### config.mk
export PLATFORM = sky130hd
export DESIGN_NAME = spi_flash_reader
export DESIGN_NICKNAME = d
export VERILOG_FILES = /design/src/rtl/spi_flash_reader.sv
export SDC_FILE = /design/constraint.sdc
export NUM_CORES = 1
export LEC_CHECK = 0
export ABC_CLOCK_PERIOD_IN_PS = 3900
export CAP_MARGIN = 40
export CORE_MARGIN = 2
export CORE_UTILIZATION = 53
export CTS_BUF_LIST = sky130_fd_sc_hd__clkbuf_8
export CTS_CLUSTER_SIZE = 40
export DETAILED_ROUTE_END_ITERATION = 6
export MAX_ROUTING_LAYER = met4
export PLACE_DENSITY = 0.79
export SLEW_MARGIN = 20
export SYNTH_ARGS = -nofsm -noshare
export SYNTH_HDL_FRONTEND = slang
export SYNTH_SLANG_ARGS = --single-unit
### constraint.sdc
create_clock -name wb_clk_i -period 3.9 [get_ports wb_clk_i]
set_input_delay 0.39 -clock wb_clk_i [delete_from_list [all_inputs] [get_ports wb_clk_i]]
set_output_delay 0.39 -clock wb_clk_i [all_outputs]
set_load 0.05 [all_outputs]
### src/rtl/spi_flash_reader.sv
// SPI NOR flash reader: issues a 0x03 READ with a 24-bit address, then streams
// 32-bit little-endian words out over a valid/ready response port. SPI mode 0,
// SCK derived from wb_clk_i by CLK_DIV, CSB kept high for CSB_IDLE cycles
// between transactions.
module spi_flash_reader #(
    parameter int CLK_DIV  = 2,
    parameter int CSB_IDLE = 4
) (
    input  logic        wb_clk_i,
    input  logic        wb_rst_i,
    input  logic        req_valid,
    output logic        req_ready,
    input  logic [23:0] req_addr,
    input  logic [7:0]  req_len,
    output logic        rsp_valid,
    input  logic        rsp_ready,
    output logic [31:0] rsp_data,
    output logic        rsp_last,
    output logic        busy,
    output logic        flash_csb,
    output logic        flash_clk,
    output logic        flash_io0,
    input  logic        flash_io1
);
    typedef enum logic [2:0] {IDLE, CMD, DATA, HOLD, GAP} state_t;

    localparam logic [7:0] DIV_LAST = 8'(CLK_DIV - 1);
    localparam logic [7:0] GAP_LAST = 8'(CSB_IDLE - 1);
    localparam logic [7:0] READ_CMD = 8'h03;

    state_t      state, state_nxt;
    logic [7:0]  div_cnt;
    logic [5:0]  bit_cnt;
    logic [31:0] tx_sr;
    logic [31:0] rx_sr;
    logic [31:0] cmd_word;
    logic [7:0]  len;
    logic [8:0]  word_cnt;   // 9 bits so len=255 (256 words) never wraps
    logic [7:0]  gap_cnt;
    logic        tick, sck_rise, sck_fall, bits_done, hs;

    assign cmd_word  = {READ_CMD, req_addr};
    assign req_ready = (state == IDLE) && !wb_rst_i;
    assign busy      = (state != IDLE);

    // State register.
    always_ff @(posedge wb_clk_i or posedge wb_rst_i) begin
        if (wb_rst_i) state <= IDLE;
        else          state <= state_nxt;
    end

    // Next-state logic and SCK edge strobes.
    always_comb begin
        state_nxt = state;
        tick      = (div_cnt == DIV_LAST);
        // SCK only rises while shifting; it may still fall in HOLD so the
        // last data bit keeps its full high phase.
        sck_rise  = tick && !flash_clk && (state == CMD || state == DATA);
        sck_fall  = tick && flash_clk && (state == CMD || state == DATA || state == HOLD);
        bits_done = (bit_cnt == 6'd32);
        hs        = (state == HOLD) && rsp_valid && rsp_ready;
        case (state)
            IDLE:    if (req_valid) state_nxt = CMD;
            CMD:     if (sck_fall && bits_done) state_nxt = DATA;
            DATA:    if (bits_done) state_nxt = HOLD;
            HOLD:    if (hs) state_nxt = rsp_last ? GAP : DATA;
            GAP:     if (gap_cnt == GAP_LAST) state_nxt = IDLE;
            default: state_nxt = IDLE;
        endcase
    end

    // Datapath: SCK divider, command shifter, data assembly, response and gap.
    always_ff @(posedge wb_clk_i or posedge wb_rst_i) begin
        if (wb_rst_i) begin
            flash_csb <= 1'b1;
            flash_clk <= 1'b0;
            flash_io0 <= 1'b0;
            rsp_valid <= 1'b0;
            rsp_last  <= 1'b0;
            rsp_data  <= '0;
            div_cnt   <= '0;
            bit_cnt   <= '0;
            tx_sr     <= '0;
            rx_sr     <= '0;
            len       <= '0;
            word_cnt  <= '0;
            gap_cnt   <= '0;
        end else begin
            if (sck_rise || sck_fall) flash_clk <= ~flash_clk;
            if (state == CMD || state == DATA || (state == HOLD && flash_clk))
                div_cnt <= tick ? 8'd0 : div_cnt + 8'd1;
            case (state)
                IDLE: if (req_valid) begin
                    flash_csb <= 1'b0;
                    flash_io0 <= cmd_word[31];
                    tx_sr     <= {cmd_word[30:0], 1'b0};
                    len       <= req_len;
                    word_cnt  <= '0;
                    bit_cnt   <= '0;
                    div_cnt   <= '0;
                end
                CMD: begin
                    if (sck_rise) bit_cnt <= bit_cnt + 6'd1;
                    // MOSI moves only on falling SCK, after the flash sampled it.
                    if (sck_fall) begin
                        if (bits_done) begin
                            flash_io0 <= 1'b0;
                            bit_cnt   <= '0;
                        end else begin
                            flash_io0 <= tx_sr[31];
                            tx_sr     <= {tx_sr[30:0], 1'b0};
                        end
                    end
                end
                DATA: begin
                    if (sck_rise) begin
                        rx_sr   <= {rx_sr[30:0], flash_io1};
                        bit_cnt <= bit_cnt + 6'd1;
                    end
                    // Bytes arrive MSB first; first byte on the wire is the low byte.
                    if (bits_done) begin
                        rsp_valid <= 1'b1;
                        rsp_data  <= {rx_sr[7:0], rx_sr[15:8], rx_sr[23:16], rx_sr[31:24]};
                        rsp_last  <= (word_cnt == {1'b0, len});
                        bit_cnt   <= '0;
                    end
                end
                HOLD: if (hs) begin
                    rsp_valid <= 1'b0;
                    rsp_last  <= 1'b0;
                    word_cnt  <= word_cnt + 9'd1;
                    if (rsp_last) begin
                        flash_csb <= 1'b1;
                        flash_clk <= 1'b0;
                        gap_cnt   <= '0;
                    end else if (!flash_clk) begin
                        // SCK already parked low: restart so the next rise
                        // lands a full half-period after the handshake.
                        div_cnt <= '0;
                    end
                end
                GAP:     gap_cnt <= gap_cnt + 8'd1;
                default: ;
            endcase
        end
    end
endmodule

Word level (Yosys, flattened, before mapping)
Cells that the tools add are included.

Register bits: 143. Input port bits: 37. Output and inout port bits: 39. Word-level logic and storage cells: 113.

$add $sub $neg: 4. Equality and inequality tests: 16. Mux-type cells: 45. Bitwise gates (word level): 1. Reductions and logical operators: 33.

Operator list (count): two-way mux 32 bit (3); two-way mux 8 bit (8); case mux 32 bit (2 select lines) (1); case mux 8 bit (2 select lines) (2); two-way mux 6 bit (4); two-way mux 3 bit (6); two-way mux 9 bit (2); case mux 6 bit (3 select lines) (1); case mux 9 bit (2 select lines) (1); adder 8 x 1 -> 8 bit, second input constant (2); case mux 3 bit (5 select lines) (1); != test 2 bit, second input constant (7); two-way mux 1 bit (12); AND reduction 3 bit (4); adder 9 x 1 -> 9 bit, second input constant (1); equality test 9 x 8 -> 1 bit (1); logical AND 1 bit (9); equality test 8 x 1 -> 1 bit, second input constant (1); equality test 8 x 2 -> 1 bit, second input constant (1); case mux 1 bit (2 select lines) (4); AND reduction 2 bit (4); AND reduction 4 bit (2); nonzero test 2 bit (4); adder 6 x 1 -> 6 bit, second input constant (1); 11 further kinds (17).

Longest topological paths before layout
Gate-level depths: netlist of run 1.

Word-level depth: 9. Mapped depth: 8. Mapped depth without buffers: 6.

Worst setup path before layout of run 1
Ideal clock, no wire load.

Path type: register -> register. From: reg state[1]. To: reg tx_sr[10]. Setup time: 125 ps. Arrival time: 2141 ps. Data required time: 3775 ps. Path slack: 1634 ps. Cell stages (with the launch flop): 7. Buffers on the path: 2. Period minus slack after synthesis: 2266 ps. Cell sequence: dfrtp_1 buf_4 or3_1 or2_2 o41ai_4 buf_6 mux2_4.

Cells in the longest elaborated chain, start to end: 6. Elaborated cells on any way between the ends: 13. Those cells by class: eq/ne: 6; mux: 1; reduce/logical: 6.

RTL lines: start: declaration (line 31) `state_t state, state_nxt;`; start signal: assignment (line 49) `else state <= state_nxt;`; equality test 3 x 1 -> 1 bit / equality test 3 x 2 -> 1 bit (equally long branches) (line 59, 92); logical OR 1 bit (2 in series) (line 59) `sck_fall = tick && flash_clk && (state == CMD || state == DATA || state == HOLD);`; logical AND 1 bit (line 59); != test 2 bit (no source line); AND reduction 4 bit (no source line); end signal: assignment (line 96) `tx_sr <= {cmd_word[30:0], 1'b0};`; end signal: assignment (line 111) `tx_sr <= {tx_sr[30:0], 1'b0};`; end: declaration (line 34) `logic [31:0] tx_sr;`.

Parallel ways exist; a longest one is shown, timed or not. A chain may end at the register's enable or synchronous reset.

Worst setup path after layout of run 1
From: reg state[2]. To: out req_ready.

Cells in the longest elaborated chain, start to end: 2.

RTL lines: zero test 3 bit (line 43) `assign req_ready = (state == IDLE) && !wb_rst_i;`; logical AND 1 bit (line 43); end: declaration (line 12) `output logic req_ready,`.

No other way between the ends.

==> results of run 1 <==
## worst max-delay path by stage
| stage | startpoint | to | slack [ns] |
|---|---|---|---|
| detailed placement | state[2]$_DFFE_PP0P_ | tx_sr[26]$_DFFE_PP0P_ | 1.22 |
| CTS | state[2]$_DFFE_PP0P_ | req_ready | 0.94 |
| global route | state[2]$_DFFE_PP0P_ | req_ready | 0.84 |
| floorplan | state[1]$_DFFE_PP0P_ | tx_sr[10]$_DFFE_PP0P_ | 1.63 |
| finish | state[2]$_DFFE_PP0P_ | req_ready | 0.96 |
| global placement | state[2]$_DFFE_PP0P_ | tx_sr[26]$_DFFE_PP0P_ | 1.28 |
## synth_stat cells (2+ instances only)
master	n	share of area
a2111oi_4	4	0.017
a211oi_1	4	0.0045
a21oi_1	7	0.0053
a22oi_1	4	0.0045
a31oi_1	2	0.0019
and2_1	2	0.0019
buf_2	10	0.0075
buf_6	6	0.010
clkbuf_1	8	0.0045
dfrtp_1	141	0.53
ha_1	6	0.011
inv_1	19	0.011
mux2_1	7	0.012
mux2_2	86	0.15
mux2_4	20	0.045
mux2i_1	9	0.014
nand2_1	53	0.030
nand2b_1	3	0.0028
nand3_1	8	0.0060
nand3_2	2	0.0030
nand4_1	3	0.0028
nor2_1	31	0.017
nor2b_1	2	0.0019
nor3_1	5	0.0038
nor3b_1	3	0.0034
nor4_1	4	0.0038
o21ai_0	10	0.0075
o21bai_1	2	0.0023
o31ai_1	3	0.0034
or2_2	3	0.0028
or3_1	8	0.0075
or3b_1	2	0.0026
or4_1	2	0.0023
xnor2_1	19	0.025
xor2_1	8	0.011
## logic make-up after synthesis
family | Yosys count
DFF | 142
muxes | 122
and+or+nand+nor | 141
AOI/OAI and AO/OA | 45
buffers and inverters | 45
xor gates and xnor gates | 27
adders and majority gates | 6
## worst register-to-register path, cell delays in order (launching register included)
cell and delay (ns):
dfrtp_1 0.63, or3_1 0.53, or2_2 0.44, o41ai_4 0.08, buf_4 0.49, mux2_2 0.40
## sequential cells by signal, summed over array words and instances (netlist names)
name and count:
div_cnt 8, rsp_valid 1, rsp_data 32, tx_sr 31, bit_cnt 6, state 3, rsp_last 1, word_cnt 9
len 8, flash_csb 1, flash_clk 1, gap_cnt 8, rx_sr 32, flash_io0 1
## where the power goes
part           internal [mW]  switching, mW
clock network          0.440          0.532
registers               1.77          0.280
logic                  0.633          0.656
## final cells by class
cell class,instances,area share
Clock buffer,18,0.0315
Timing Repair Buffer,82,0.104
Clock inverter,11,0.00956
Inverter,19,0.00956
Sequential cell,142,0.453
Multi-Input combinational cell,341,0.366
Tap cell,168,0.0268
## per-layer routing
layer,global-route usage,up-vias
li1,-,1990
met4,0.0706,0
met5,-,-
met3,0.0528,15
met1,0.252,2082
met2,0.315,76
==> impl_metrics.ini, run 1 <==
[run_status]
outcome = finished clean

[final_layout]
syn2layout_area_growth_pct = 18.0
diodes = 0
final.fill_count = 960
multiInputGateArea_mm2 = 0.00288
stdcell_area_mm2 = 0.00785
drive_gt1_frac = 0.261
layout_commonest_cell = dfrtp_1
nNetsFinal = 646
seqCellArea_mm2 = 0.00355
final_cell_mix = dfrtp_1, mux2_2, clkdlybuf4s50_1, nand2_1, nor2_1
post-route-util = 0.646
stdcell_count = 781

[place]
gp_congestion = 0.875
postPlaceCellArea_mm2 = 0.00753
dp_hpwl_um = 8110
dp_slack_ns = 1.22
port_buffers = 75
numPlacedInstances = 752

[clocking]
postCtsSetupBuffers = 0
tritoncts = done
clockBufferDepth = 2
cts_max_level = 4
clk_latency_ns = 0.44
post_cts_resized = 0
cts_buffers = 17
cts_hold_buf = 0
root_buffer = clkbuf_8
path_clk_slew_ns = 0.08
cts.sinks = 142

[global_route]
antenna_found_initial = 0
gr-usage-all-layers = 0.200
grt_pass1_wl_um = 20300
grt_pass1_vias = 4300
gr-total-overflow = 0
grt_max_degree = 82

[detailed_routing]
wl_met2_um = 5850
top_layer_used = met4
antenna_left = 0
route.vias.total = 4163
wl_met3_um = 428
remaining_drc_errors = 0
met1Wirelength_um = 5500
post_drt_wl_per_cell_um = 15.3
dr.pass1.iters = 4
wl_um = 11900
drtIter0Drc = 225
vias_per_cell = 5.33

[setup_path]
rr_worst_depth = 5
r2r-start = state[2]$_DFFE_PP0P_
cp.required_ns = 3.51
crit_path_end_kind = primary output
cpPeakStageDelay_ns = 0.82
critPathArrivalTime_ns = 2.55
rrSetupSlack_ns = 1.21
critical-path-top-delay-family = buffers and inverters
cp.buffers_inverters = 1
path_class = reg -> out
slowest_stage = clkdlybuf4s50_1
path_cells = or3_1 -> nor2_1 -> clkdlybuf4s50_1
path_depth = 3
timing.rr.end = tx_sr[26]$_DFFE_PP0P_
path_max_fanout = 19
cp-start-kind = register

[yosys]
synth_compound_area_frac = 0.0607
synth_edf_count = 0
synth_mux_area_frac = 0.216
synthSimpleGateAreaFrac = 0.108
synth_cell_type_count = 57
synth_xor_area_frac = 0.0355
ys.flop_type = dfrtp_1
synth_nets = 571
avgSynthCellArea_um2 = 12.6
ys_async_sr_fraction = 1.00
syn-cell-area_mm2 = 0.00666
synth_warnings = 0
ys_seq_area_frac = 0.534
synthCells = 528
synth_top_family_by_area = multiplexers
ys_seq_elements = 142
synth_fa_ha_area_frac = 0.0113

[sta]
fin_skew_ns = 0.0106
setup_tns_ns = 0
period_needed_ns = 2.94
setup_viol = 0
hold_slack_ns = 0.316
fin_ws_ns = 0.959
max_freq_mhz = 340
fin_crit_sh = 0.754
maxSlewHeadroom = 0.387
hold_viol = 0
tightest_slew_ns = 0.911
rsz0062_at_grt = false
drv_slew = 0

[pwr]
p_leak_nw = 3.55
power_mw = 4.31
p_per_area_mw_per_mm2 = 549
ir_drop_v = 0.000304

[job]
cap_violations = 0

[floorplan]
die_w_um = 116
io_pins = 76
dieArea_mm2 = 0.0135
die_h_um = 116
fp.coreArea_mm2 = 0.0122
initial_core_util = 0.547
core.rowCount = 40

[worst_hold_path]
hold_path_class = in -> async
(Power assumes the default switching activity.)
==> run 2, diff against run 1 <==
--- a/config.mk
+++ b/config.mk
@@ -5,7 +5,7 @@
 export SDC_FILE = /design/constraint.sdc
 export NUM_CORES = 1
 export LEC_CHECK = 0
-export ABC_CLOCK_PERIOD_IN_PS = 3900
+export ABC_CLOCK_PERIOD_IN_PS = 2400
 export CAP_MARGIN = 40
 export CORE_MARGIN = 2
 export CORE_UTILIZATION = 53
==> constraint.sdc (replaced) <==
create_clock -name wb_clk_i -period 2.4 [get_ports wb_clk_i]
set_input_delay 0.24 -clock wb_clk_i [delete_from_list [all_inputs] [get_ports wb_clk_i]]
set_output_delay 0.24 -clock wb_clk_i [all_outputs]
set_load 0.05 [all_outputs]
==> run 2 against run 1 <==
Effect of this change: design area up 2.2%; die area unchanged; count of clock-buffer cells in the layout up 2; setup slack worse by 0.76 ns; sequential cell count unchanged; wire length up 1.9%; worst hold slack worse by 0.13 ns; register-to-register slack worse by 1.0 ns; sequential power up 60%.
==> impl_metrics.ini, run 2 (synthesis gave the netlist of run 1 again) <==
[setup_path]
crit_path_end_kind = register
cp-start-kind = register
path_class = reg -> reg
r2r-start = div_cnt[1]$_DFF_PP0_
crit_start = div_cnt[1]$_DFF_PP0_
cp.required_ns = 2.71
critPathArrivalTime_ns = 2.51
path_max_fanout = 31

[detailed_routing]
drtIter0Drc = 196
post_drt_wl_per_cell_um = 15.4
route.vias.total = 4179
wl_um = 12200
dr.pass1.iters = 4
remaining_drc_errors = 0
vias_per_cell = 5.28
antenna_left = 0

[final_layout]
final.fill_count = 949
reg_top3 = rsp_data x32, rx_sr x32, tx_sr x31
diodes = 0
layout_commonest_cell = dfrtp_1
final_cell_mix = dfrtp_1, mux2_2, clkdlybuf4s50_1, nand2_1, nor2_1
stdcell_area_mm2 = 0.00802
syn2layout_area_growth_pct = 20.5
nNetsFinal = 656
post-route-util = 0.660
drive_gt1_frac = 0.274

[pwr]
p_per_area_mw_per_mm2 = 916
seqPwrFrac = 0.446
ir_drop_v = 0.000525
p_switching_mw = 2.37
swShare = 0.323
p_leak_nw = 3.65
p_int_mw = 4.97
power_mw = 7.35
clockPowerShare = 0.246
power_frac_comb = 0.307

[clocking]
tritoncts = done
cts_buffers = 17
clk_latency_ns = 0.43
post_cts_resized = 0
root_buffer = clkbuf_8
cts_hold_buf = 0
postCtsSetupBuffers = 0
cts.sinks = 142
cts_max_level = 4
path_clk_slew_ns = 0.07
clockBufferDepth = 2

[global_route]
gr-total-overflow = 0
grt_max_degree = 62
grt_pass1_wl_um = 20600
gr-usage-all-layers = 0.204
antenna_found_initial = 0
grt_pass1_vias = 4308

[place]
dp_hpwl_um = 8390
dp_slack_ns = 0.190
gp_congestion = 0.905
port_buffers = 75
postPlaceCellArea_mm2 = 0.00765

[sta]
setup_tns_ns = 0
tightest_slew_ns = 0.527
fin_skew_ns = 0.0104
rsz0062_at_grt = false
hold_viol = 0
fin_crit_sh = 0.916
max_freq_mhz = 455
drv_slew = 0
maxSlewHeadroom = 0.648
setup_viol = 0
period_needed_ns = 2.20
fin_ws_ns = 0.201

[floorplan]
die_h_um = 116
core.rowCount = 40
dieArea_mm2 = 0.0135
io_pins = 76
fp.coreArea_mm2 = 0.0122
initial_core_util = 0.547
die_w_um = 116

[job]
cap_violations = 0

[worst_hold_path]
hold_path_class = in -> async

[run_status]
outcome = finished clean
[run 2: worst max-delay path: stages (launching register included)]
cell and delay [ns]:
dfrtp_1 0.42, inv_1 0.07, ha_1 0.13, nor4b_4 0.23, nand3_2 0.17, o41ai_4 0.41
buf_12 0.28, mux2_1 0.35
[run 2: area by class of cell]
cell class / count / area [um2] / share of cell area
repair buffers: 92 / 936 / 0.117
inverters: 19 / 75.1 / 0.00936
clock buffers: 20 / 275 / 0.0343
well taps: 168 / 210 / 0.0262
clock inverters: 9 / 96.3 / 0.0120
multi-input cells: 341 / 2880 / 0.358
flip-flops and latches: 142 / 3550 / 0.443
[run 2: final timing paths]
kind	to	slack [ns]	cells after the start
min in group wb_clk_i	len[6]$_DFFE_PP0P_	0.34	3
hold reg to reg	tx_sr[2]$_DFFE_PP0P_	0.49	1
setup / recovery	tx_sr[5]$_DFFE_PP0P_	0.20	7
hold / removal	len[6]$_DFFE_PP0P_	0.19	2
setup reg to reg	tx_sr[5]$_DFFE_PP0P_	0.20	7
max in group asynchronous	rx_sr[31]$_DFFE_PP0P_	1.59	3
[run 2: power groups by stage]
stage | Combinational, mW | Clock [mW] | Sequential (mW)
2_1_floorplan | 1.67 | 0 | 3.31
3_3_place_gp | 2.21 | 0 | 3.29
3_5_place_dp | 2.28 | 0 | 3.31
4_1_cts | 2.28 | 1.86 | 3.28
5_1_grt | 2.48 | 1.96 | 3.34
6_report | 2.26 | 1.81 | 3.28
[run 2: metrics by stage]
stage | hold WS, ns | instances
global route | 0.203 | 791
CTS | 0.175 | 791
finish | 0.189 | 791
detailed placement | 0.475 | 762
global placement | 0.462 | 762
floorplan | 0.345 | 528
[run 2: routing by layer]
metal | vias to the layer above | GRT usage | wire, um
li1 | 2000 | - | -
met1 | 2088 | 0.253 | 5520
met3 | 10 | 0.0560 | 482
met2 | 81 | 0.325 | 6010
met4 | 0 | 0.0683 | 142
met5 | - | - | 0
==> run 3, diff against run 2 <==
==> constraint.sdc (replaced) <==
create_clock -name wb_clk_i -period 2.4 [get_ports wb_clk_i]
set_input_delay 0.48 -clock wb_clk_i [delete_from_list [all_inputs] [get_ports wb_clk_i]]
set_output_delay 0.48 -clock wb_clk_i [all_outputs]
set_load 0.05 [all_outputs]
==> run 3 against run 2 <==
Effect of this change: die area stayed put; register-to-register slack got worse by 0.04 ns; wire length is 2.7% higher; critical endpoint is now req_ready.
==> impl_metrics.ini, run 3 (synthesis gave the netlist of run 1 again) <==
[run_status]
outcome = finished clean

[setup_path]
rrSetupSlack_ns = 0.16
critPathArrivalTime_ns = 1.87
critPathCapture = req_ready
path_class = reg -> out
path_cells = or3_1 -> buf_4 -> nor2_1 -> buf_12
crit_start = state[0]$_DFFE_PP0P_
cp.required_ns = 1.92
cpPeakStageDelay_ns = 0.49
rr_worst_depth = 7
cp-start-kind = register
r2r-start = div_cnt[1]$_DFF_PP0_
path_max_fanout = 12
crit_path_end_kind = primary output
slowest_stage = dfrtp_2
timing.rr.end = tx_sr[26]$_DFFE_PP0P_

[sta]
drv_slew = 0
setup_tns_ns = 0
fin_crit_sh = 0.978
setup_viol = 0
maxSlewHeadroom = 0.646
tightest_slew_ns = 0.530
max_freq_mhz = 426
rsz0062_at_grt = false
hold_viol = 0
hold_slack_ns = 0.434
fin_ws_ns = 0.0538
fin_skew_ns = 0.0104
period_needed_ns = 2.35

[detailed_routing]
post_drt_wl_per_cell_um = 15.7
dr.pass1.iters = 6
wl_um = 12500
drtIter0Drc = 176
vias_per_cell = 5.35
route.vias.total = 4258
remaining_drc_errors = 0
antenna_left = 0

[pwr]
ir_drop_v = 0.000590
p_per_area_mw_per_mm2 = 927
p_leak_nw = 3.68
power_mw = 7.53

[place]
dp_slack_ns = 0.0819
port_buffers = 75
postPlaceCellArea_mm2 = 0.00772
gp_congestion = 0.912
dp_hpwl_um = 8730

[global_route]
gr-total-overflow = 0
grt_max_degree = 60
antenna_found_initial = 0
grt_pass1_vias = 4497
grt_pass1_wl_um = 21400
gr-usage-all-layers = 0.211

[clocking]
root_buffer = clkbuf_8
cts_max_level = 4
tritoncts = done
clk_latency_ns = 0.44
cts_buffers = 17
clockBufferDepth = 2
path_clk_slew_ns = 0.08
postCtsSetupBuffers = 0
post_cts_resized = 1
cts_hold_buf = 0
cts.sinks = 142

[final_layout]
layout_commonest_cell = dfrtp_1
stdcell_area_mm2 = 0.00812
nNetsFinal = 660
drive_gt1_frac = 0.285
final_cell_mix = dfrtp_1, mux2_2, clkdlybuf4s50_1, nand2_1, nor2_1
diodes = 0
syn2layout_area_growth_pct = 22.0
reg_top3 = rsp_data x32, rx_sr x32, tx_sr x31

[floorplan]
dieArea_mm2 = 0.0135
die_w_um = 116
die_h_um = 116
core.rowCount = 40
io_pins = 76
fp.coreArea_mm2 = 0.0122
initial_core_util = 0.547

[job]
cap_violations = 0

[worst_hold_path]
hold_path_class = in -> async
==> run 3: where the power goes <==
group | switching (mW) | internal (mW) | total, mW
clock network | 0.876 | 1.02 | 1.90
registers | 0.409 | 2.87 | 3.28
logic | 1.16 | 1.19 | 2.35
==> run 3: routing by layer <==
layer | global-route usage | routed length, um | vias up | share of wire
li1 | - | - | 2020 | -
met1 | 0.259 | 5630 | 2146 | 0.45
met2 | 0.344 | 6260 | 72 | 0.50
met3 | 0.0513 | 394 | 20 | 0.032
met4 | 0.0730 | 189 | 0 | 0.015
met5 | - | 0 | - | 0
==> run 3: area by class of cell <==
cell class                      instances  area (um2)
Inverter                               19        75.1
Fill cell                             913        4040
Sequential cell                       142        3560
Tap cell                              168         210
Multi-Input combinational cell        341        2880
Clock buffer                           21         289
Timing Repair Buffer                   96        1000
Clock inverter                          9         110
==> run 3: how the worst min path moves through the flow <==
stage                                 start              endpoint  slack (ns)  cells past startpoint
detailed placement     tx_sr[5]$_DFFE_PP0P_  tx_sr[5]$_DFFE_PP0P_        0.47                      1
global placement       tx_sr[1]$_DFFE_PP0P_  tx_sr[1]$_DFFE_PP0P_        0.46                      1
global route                       wb_rst_i    len[2]$_DFFE_PP0P_        0.42                      2
CTS                                wb_rst_i    len[2]$_DFFE_PP0P_        0.41                      2
floorplan           word_cnt[8]$_DFFE_PP0P_  rsp_last$_DFFE_PP0P_        0.45                      1
finish                             wb_rst_i    len[2]$_DFFE_PP0P_        0.43                      2
==> run 3: stage by stage <==
stage	utilization	std cells
2_1_floorplan	-	528
3_3_place_gp	0.635	766
3_5_place_dp	0.635	766
4_1_cts	0.668	796
5_1_grt	0.668	796
6_report	0.668	796
==> run 3: worst max-delay path, delay by kind of cell (launching register included) <==
kind          cells  cell delay (ns)
buf+inv           2             0.34
simple gates      2             0.59
flops             1             0.49
